<file path="src/rtl/hc4_mem_pkg.sv">
// hc4_mem_pkg -- shared definitions for the hc4 nibble-RAM bus master.
//   mem_state_t        : bus-cycle phase encoding
//   DEF_*_CYCLES       : default phase lengths (setup / strobe / hold)
//   phase_len_ok()     : legal range check for a phase-length parameter
package hc4_mem_pkg;

   typedef enum logic [1:0] {
      ST_IDLE   = 2'd0,
      ST_SETUP  = 2'd1,
      ST_STROBE = 2'd2,
      ST_HOLD   = 2'd3
   } mem_state_t;

   localparam int DEF_SETUP_CYCLES  = 1;
   localparam int DEF_STROBE_CYCLES = 2;
   localparam int DEF_HOLD_CYCLES   = 1;

   // Phase lengths must fit the shared 4-bit down-counter and be non-zero.
   localparam int PHASE_LEN_MIN = 1;
   localparam int PHASE_LEN_MAX = 15;

   function automatic logic phase_len_ok(input int n);
      return (n >= PHASE_LEN_MIN) && (n <= PHASE_LEN_MAX);
   endfunction

endpackage

</file>
<file path="src/rtl/ram_bus_master.sv">
// ram_bus_master -- sequences single read/write cycles to an asynchronous
// 256 x 4 RAM with programmable setup / strobe / hold phase lengths.
//
// Ports
//   clk                 : single clock, rising edge
//   nrst                : asynchronous active-low reset
//   req_valid/req_ready : core request handshake (ready only when idle)
//   req_write           : 1 = write, 0 = read
//   req_addr, req_wdata : nibble address, write data
//   rsp_valid           : one-cycle pulse after a read completes
//   rsp_rdata           : last read data, held until the next read capture
//   mem_address         : RAM address
//   mem_data_out/_oe    : write data and its output enable (tri-state built above)
//   mem_data_in         : RAM read data
//   mem_nwrite_enable   : active-low write strobe
//   mem_nread_enable    : active-low read strobe
//
// State table
//   state     | meaning
//   ST_IDLE   | waiting for a request, req_ready = 1
//   ST_SETUP  | address (and write data) stable, strobes high
//   ST_STROBE | one strobe low for STROBE_CYCLES
//   ST_HOLD   | strobes high again, address/data still held
//
// All mem_* outputs are registered and updated as a function of the next
// state, so each one switches cleanly on the edge that enters a phase.
module ram_bus_master
   import hc4_mem_pkg::*;
#(
   parameter int SETUP_CYCLES  = DEF_SETUP_CYCLES,
   parameter int STROBE_CYCLES = DEF_STROBE_CYCLES,
   parameter int HOLD_CYCLES   = DEF_HOLD_CYCLES
) (
   input  logic       clk,
   input  logic       nrst,
   input  logic       req_valid,
   output logic       req_ready,
   input  logic       req_write,
   input  logic [7:0] req_addr,
   input  logic [3:0] req_wdata,
   output logic       rsp_valid,
   output logic [3:0] rsp_rdata,
   output logic [7:0] mem_address,
   output logic [3:0] mem_data_out,
   output logic       mem_data_oe,
   input  logic [3:0] mem_data_in,
   output logic       mem_nwrite_enable,
   output logic       mem_nread_enable
);

   if (!phase_len_ok(SETUP_CYCLES) || !phase_len_ok(STROBE_CYCLES) ||
       !phase_len_ok(HOLD_CYCLES)) begin : g_bad_phase_len
      $error("ram_bus_master: phase lengths must be within 1..15");
   end

   // Counter reload values: a phase lasts N cycles when loaded with N-1.
   localparam logic [3:0] SETUP_LD  = 4'(SETUP_CYCLES - 1);
   localparam logic [3:0] STROBE_LD = 4'(STROBE_CYCLES - 1);
   localparam logic [3:0] HOLD_LD   = 4'(HOLD_CYCLES - 1);

   mem_state_t state;
   logic [3:0] phase_cnt;
   logic       cur_write;
   logic       phase_done;

   assign req_ready  = (state == ST_IDLE);
   assign phase_done = (phase_cnt == 4'd0);

   always_ff @(posedge clk or negedge nrst) begin
      if (!nrst) begin
         state             <= ST_IDLE;
         phase_cnt         <= 4'd0;
         cur_write         <= 1'b0;
         mem_address       <= 8'h00;
         mem_data_out      <= 4'h0;
         mem_data_oe       <= 1'b0;
         mem_nwrite_enable <= 1'b1;
         mem_nread_enable  <= 1'b1;
         rsp_valid         <= 1'b0;
         rsp_rdata         <= 4'h0;
      end else begin
         rsp_valid <= 1'b0;
         case (state)
            ST_IDLE: begin
               if (req_valid) begin
                  state       <= ST_SETUP;
                  phase_cnt   <= SETUP_LD;
                  cur_write   <= req_write;
                  mem_address <= req_addr;
                  // Leave the data bus untouched on reads to avoid needless toggling.
                  if (req_write) begin
                     mem_data_out <= req_wdata;
                  end
                  mem_data_oe <= req_write;
               end
            end
            ST_SETUP: begin
               if (phase_done) begin
                  state     <= ST_STROBE;
                  phase_cnt <= STROBE_LD;
                  if (cur_write) begin
                     mem_nwrite_enable <= 1'b0;
                  end else begin
                     mem_nread_enable <= 1'b0;
                  end
               end else begin
                  phase_cnt <= phase_cnt - 4'd1;
               end
            end
            ST_STROBE: begin
               if (phase_done) begin
                  state             <= ST_HOLD;
                  phase_cnt         <= HOLD_LD;
                  mem_nwrite_enable <= 1'b1;
                  mem_nread_enable  <= 1'b1;
                  if (!cur_write) begin
                     rsp_rdata <= mem_data_in;
                  end
               end else begin
                  phase_cnt <= phase_cnt - 4'd1;
               end
            end
            ST_HOLD: begin
               if (phase_done) begin
                  state       <= ST_IDLE;
                  mem_data_oe <= 1'b0;
                  rsp_valid   <= !cur_write;
               end else begin
                  phase_cnt <= phase_cnt - 4'd1;
               end
            end
            default: begin
               state <= ST_IDLE;
            end
         endcase
      end
   end

endmodule

</file>
<file path="config.mk">
export PLATFORM = sky130hd
export DESIGN_NAME = ram_bus_master
export DESIGN_NICKNAME = d
export VERILOG_FILES = /design/src/rtl/hc4_mem_pkg.sv /design/src/rtl/ram_bus_master.sv
export SDC_FILE = /design/constraint.sdc
export NUM_CORES = 1
export LEC_CHECK = 0
export CAP_MARGIN = 10
export CORE_MARGIN = 2
export CORE_UTILIZATION = 40
export CTS_BUF_LIST = sky130_fd_sc_hd__clkbuf_8
export DETAILED_ROUTE_END_ITERATION = 6
export GPL_TIMING_DRIVEN = 0
export PLACE_DENSITY = 0.71
export SKIP_LAST_GASP = 1
export SLEW_MARGIN = 20
export SYNTH_ARGS = -nofsm -noshare
export SYNTH_HDL_FRONTEND = slang
export SYNTH_SLANG_ARGS = --single-unit
</file>
<file path="constraint.sdc">
create_clock -name clk -period 2.2 [get_ports clk]
set_input_delay 0.33 -clock clk [delete_from_list [all_inputs] [get_ports clk]]
set_output_delay 0.33 -clock clk [all_outputs]
set_load 0.01 [all_outputs]
</file>
==> flow_summary.yaml, run 1 <==
run_status:
  status: "complete, no violations"
detailed_routing:
  wire_per_inst_microns: 13.4
  antenna_left: 0
  vias: 941
  viasPerCell: 5.01
  dr.pass1.iters: 4
  drt_iter0_markers: 26
  drt_wl_total_microns: 2520
  drc_errors: 0
grt:
  grt_pass1_wl_microns: 4390
  antenna_found_initial: 0
  grt_max_degree: 28
  overflow: 0
  grtUsageTotal: 0.165
  grt_pass1_vias: 977
power:
  ir_drop_uv: 625
  p_leak_nw: 0.763
  power_density_mw_per_mm2: 1450
  finalPower_w: 0.00254
worst_setup_path:
  cp.arrival_ns: 1.53
  worst-r2r-setup-slack_ns: 0.35
  worstSetupStartpoint: "state[0]$_DFFE_PN0P_"
  r2r-end: "state[1]$_DFFE_PN0P_"
  end_kind: "output pin"
  cp_cell_sequence: "inv_1, ha_1, clkdlybuf4s50_1"
  worstPathRequired_ns: 1.87
  critical_path.max_fanout: 4
  r2r_cells: 5
  r2r-start: "state[0]$_DFFE_PN0P_"
  cp_slowest_stage_delay_ns: 0.54
  slowest_stage: "clkdlybuf4s50_1"
  setup.worst_path.class: "reg2out"
  cp-start-kind: "flop"
yosys:
  ys.warnings.count: 0
  ys_seq_elements: 27
  synth_nets: 126
  synth_area_sq_mm: 0.00126
  syn_inst: 100
  ys_seq_area_frac: 0.539
  synth.distinct_cells: 32
  avgSynthCellArea_sq_um: 12.6
die:
  die_x_microns: 60.1
  core-area_sq_mm: 0.00303
  start_util: 0.416
  fp.dieH_microns: 60.1
  rows: 20
  die_area_sq_mm: 0.00361
  io_pins: 41
clocking:
  cts_resized: 0
  cts.reportedPaths.clkPinSlew_ns: 0.09
  cts.sinks: 27
  clock_path_buffers: 2
  holdBufCountCts: 0
  postCtsSetupBuffers: 0
  htree_levels: 1
  cts-buffers-inserted: 3
  cts_tree: "done"
  insertion_delay_ns: 0.28
  cts_root_buf: "clkbuf_8"
timing:
  fin_tns_setup_ns: 0
  finalClockSkew_ns: 0.00158
  holdWs_ns: 0.0414
  setup_viol: 0
  fmax_ghz: 0.539
  final.min_clock_period_ns: 1.86
  slew_headroom: 0.608
  slew_violations: 0
  worst_pin_slew_ns: 0.588
  timing.final.hold_violations: 0
  finalCritPeriodShare: 0.844
  rsz0062_at_grt: "false"
cells_and_area:
  fin_util: 0.581
  areaGrowthSynthToFinish_pct: 39.7
  diodes: 0
  final_cell_area_sq_mm: 0.00176
  nNetsFinal: 171
  drive_gt1_frac: 0.160
placed_design:
  dp_hpwl_microns: 1910
  finalWeightedCongestion: 0.736
  port_buffers: 40
  dpl-instance-area_sq_mm: 0.00171
hold_path:
  hold_path_class: "in2async"
flow_run:
  maxCapViolCount: 0
[cells by family (layout without fill, tap and decap cells)]
group           after synthesis  after routing  share of synthesized area
compound gates               21             21                      0.127
xor+xnor                      1              1                    0.00696
fa+ha+maj                     6              6                     0.0596
buf+inv                      10             54                     0.0368
flops                        27             27                      0.539
mux                          17             17                      0.152
simple gates                 18             18                     0.0785
[worst max path at each step]
stage / endpoint / slack, ns / cells after the start
2_1_floorplan: state[1]$_DFFE_PN0P_ / 0.50 / 5
3_3_place_gp: phase_cnt[2]$_DFFE_PN0P_ / 0.40 / 4
3_5_place_dp: phase_cnt[2]$_DFFE_PN0P_ / 0.36 / 4
4_1_cts: req_ready / 0.34 / 3
5_1_grt: state[1]$_DFFE_PN0P_ / 0.22 / 5
6_report: req_ready / 0.34 / 3
[placed cells by master (no fill, tap or decap), types with 2 or more instances in the layout]
| cell | n |
|---|---|
| inv_1 | 8 |
| buf_2 | 2 |
| o31a_1 | 2 |
| clkdlybuf4s50_1 | 39 |
| nor2_1 | 2 |
| o22a_1 | 2 |
| o32ai_1 | 3 |
| o21ai_0 | 2 |
| nand3_1 | 2 |
| mux2_1 | 5 |
| dfstp_2 | 2 |
| ha_1 | 6 |
| dfrtp_1 | 25 |
| mux2_2 | 12 |
| nand2_1 | 6 |
| clkbuf_8 | 3 |
| a21oi_1 | 5 |
[per-layer routing]
layer / vias to the layer above / track usage / routed length, microns
li1: 446 / - / -
met1: 457 / 0.203 / 1080
met2: 33 / 0.272 / 1220
met3: 5 / 0.0411 / 160
met4: 0 / 0.0762 / 48
met5: - / 0 / 0
[through the flow]
stage / cells / setup slack [ns]
final: 188 / 0.343
after global routing: 188 / 0.222
after CTS: 188 / 0.336
after detailed placement: 184 / 0.360
after global placement: 184 / 0.401
after floorplan: 100 / 0.499
[sequential cells by signal (all words and copies together), names as in the netlist, 2 cells and up]
| name | cells |
|---|---|
| mem_address | 8 |
| mem_data_out | 4 |
| phase_cnt | 4 |
| rsp_rdata | 4 |
| state | 2 |
[area by class of cell]
| cell class | instances | area [sq um] |
|---|---|---|
| sequential | 27 | 678 |
| inverter | 8 | 30.0 |
| buffer | 2 | 16.3 |
| fill | 270 | 1270 |
| clock inverter | 1 | 7.51 |
| multi-input combinational | 63 | 534 |
| clock buffer | 3 | 41.3 |
| timing repair buffer | 40 | 395 |
| tap | 44 | 55.1 |
[worst max-delay path: cells and delay by family (launching register included)]
kind                       cells  cell delay, ns
adders and majority gates      1            0.19
buffers and inverters          2            0.63
DFF                            1            0.43
[synth_stat cells (all sizes together)]
library cell,number,share of area
o22a,2,0.014
or2b,1,0.0060
o211a,1,0.0080
nand3,2,0.0080
o22ai,1,0.0050
nand2b,1,0.0050
or3b,1,0.0070
a222oi,1,0.0080
ha,6,0.060
dfrtp,25,0.50
o21ai,2,0.0080
and3,1,0.0050
nand2,6,0.018
dfstp,2,0.042
nor3b,1,0.0099
o2bb2ai,1,0.0070
a2111o,1,0.0089
a21oi,6,0.027
nor2b,1,0.0050
o32ai,3,0.021
mux2,17,0.15
inv,8,0.024
or3,1,0.0050
nor2,2,0.0060
nor3,1,0.0040
buf,2,0.013
a2bb2oi,1,0.0070
xnor2,1,0.0070
o31a,2,0.014
[where the power goes]
group	switching, W	leakage (nW)	internal, W
combinational	0.000610	0.416	0.000760
clock	0.000163	0.0217	0.000129
sequential	0.000140	0.325	0.000741
Note: power is estimated with default switching activity, not from simulation.
==> inputs of run 2 (changes only) <==
Settings changed: PLACE_DENSITY 0.71 to 0.74.
Clock period 2.2 ns to 1.7 ns, I/O delays scaled along.
==> flow_summary.yaml, run 2 (synthesis results as in run 1) <==
die:
  fp.dieH_microns: 60.1
  io_pins: 41
  die_area_sq_mm: 0.00361
  core-area_sq_mm: 0.00303
  start_util: 0.416
  die_x_microns: 60.1
  rows: 20
timing:
  timing.final.hold_violations: 0
  finalClockSkew_ns: 0.00268
  slew_violations: 0
  final.min_clock_period_ns: 1.75
  fmax_ghz: 0.570
  finalCritPeriodShare: 1.03
  holdWs_ns: 0.504
  rsz0062_at_grt: "true"
  slew_headroom: 0.613
  setup_viol: 1
  setup_ws_ns: -0.0547
  worst_pin_slew_ns: 0.581
run_status:
  status: "complete, but fails checks"
  violations: "negative setup slack"
worst_setup_path:
  cp_slowest_stage_delay_ns: 0.40
  slowest_stage: "dfrtp_1"
  critical_path.max_fanout: 8
  setup.worst_path.class: "reg2reg"
  end_kind: "flop"
  worstPathRequired_ns: 1.87
  cp-start-kind: "flop"
  cp_cell_sequence: "inv_2, ha_2, or3b_1, buf_6, a21oi_4, mux2_4"
  cp.arrival_ns: 1.92
flow_run:
  maxCapViolCount: 0
cells_and_area:
  finalNonFillerCells: 191
  top_register: "mem_address"
  final_common_cell: "clkdlybuf4s50_1"
  drive_gt1_frac: 0.265
  diodes: 0
  areaGrowthSynthToFinish_pct: 46.1
  largest_reg_flops: 8
  nNetsFinal: 174
  final_cell_mix: "38 x clkdlybuf4s50_1, 24 x dfrtp_1, 12 x mux2_2"
  final_cell_area_sq_mm: 0.00184
  fin_util: 0.607
detailed_routing:
  drc_errors: 0
  antenna_left: 0
  wire_per_inst_microns: 13.7
  vias: 953
  dr.pass1.iters: 6
  viasPerCell: 4.99
  routed-wl-met2_microns: 1380
  route.met3.wl_microns: 176
  topRoutingLayerUsed: "met3"
  drt_iter0_markers: 32
  drt_wl_total_microns: 2630
  drt-met1-wl_microns: 1070
clocking:
  cts-buffers-inserted: 3
  cts.sinks: 27
  cts_tree: "done"
  cts_root_buf: "clkbuf_8"
  htree_levels: 1
  cts.reportedPaths.clkPinSlew_ns: 0.10
  clock_path_buffers: 2
  insertion_delay_ns: 0.27
power:
  power_density_mw_per_mm2: 1900
  ir_drop_uv: 952
  p_leak_nw: 0.784
  finalPower_w: 0.00349
grt:
  overflow: 0
  grt_pass1_vias: 985
  grt_pass1_wl_microns: 4420
  antenna_found_initial: 0
  grt_max_degree: 28
  grtUsageTotal: 0.163
placed_design:
  place_inst: 184
  dpl-instance-area_sq_mm: 0.00171
  dp_hpwl_microns: 1980
  port_buffers: 40
  finalWeightedCongestion: 0.762
hold_path:
  hold_path_class: "reg2reg"
## run 2: path summary, 6_finish.rpt
kind	slack (ns)	start	to	depth (start not counted)
worst max-delay path	-0.05	phase_cnt[0]$_DFFE_PN0P_	state[1]$_DFFE_PN0P_	6
worst min-delay path	0.50	rsp_rdata[3]$_DFFE_PN0P_	rsp_rdata[3]$_DFFE_PN0P_	1
worst max register to register	-0.05	phase_cnt[0]$_DFFE_PN0P_	state[1]$_DFFE_PN0P_	6
worst min register to register	0.50	rsp_rdata[3]$_DFFE_PN0P_	rsp_rdata[3]$_DFFE_PN0P_	1
max in group asynchronous	0.77	nrst	state[1]$_DFFE_PN0P_	2
min in group asynchronous	0.51	nrst	rsp_rdata[0]$_DFFE_PN0P_	2
## run 2: report_power, final
part	switching, W	total [W]	internal [W]	leakage [nW]
clock network	0.000210	0.000382	0.000172	0.0261
logic	0.000833	0.00194	0.00111	0.434
registers	0.000202	0.00116	0.000961	0.324
total	0.00125	0.00349	0.00224	0.784
## run 2: routing by layer
layer,track usage,up-vias
li1,-,454
met1,0.198,473
met2,0.275,26
met3,0.0541,0
met4,0.0476,0
met5,0,-
## run 2: cell type report
class / instances / area (sq um)
fillers: 262 / 1190
flip-flops and latches: 27 / 679
multi-input cells: 63 / 589
repair buffers: 43 / 419
well taps: 44 / 55.1
clock buffers: 3 / 41.3
inverters: 8 / 30.0
plain buffers: 2 / 16.3
clock inverters: 1 / 8.76
## run 2: per-stage QoR
stage	TNS, ns	setup WS [ns]
floorplan	0	0.0201
global placement	-0.125	-0.0661
detailed placement	-0.479	-0.130
CTS	-0.0907	-0.0877
global route	-0.263	-0.118
finish	-0.0547	-0.0547
## run 2: what timing repair did
| action | CTS | global route |
|---|---|---|
| hold buffers | 1 | 0 |
| pin swaps | 0 | 1 |
| endpoints found under the setup margin | 14 | 9 |
| gates resized for setup | 4 | 13 |
| buffers inserted | 0 | 2 |
| endpoints found under the hold margin | 25 | 0 |
## run 2: worst max-delay path, delay by kind of cell, from the launching register on
kind	cells	cell delay, ns
AO/OA/AOI/OAI	1	0.14
adder cells (fa/ha/maj)	1	0.18
buffers and inverters	2	0.25
flip-flops	1	0.40
multiplexers	1	0.31
AND/OR/NAND/NOR	1	0.36
==> inputs of run 3 (changes only) <==
Settings changed: CTS_CLUSTER_DIAMETER set to 200, SLEW_MARGIN 20 to 30, TNS_END_PERCENT set to 1.
==> results of run 3 <==
No change in the layout: final DEF, timing and power equal those of run 2.
Among the figures that moved: number of gates resized after CTS 4 -> 3
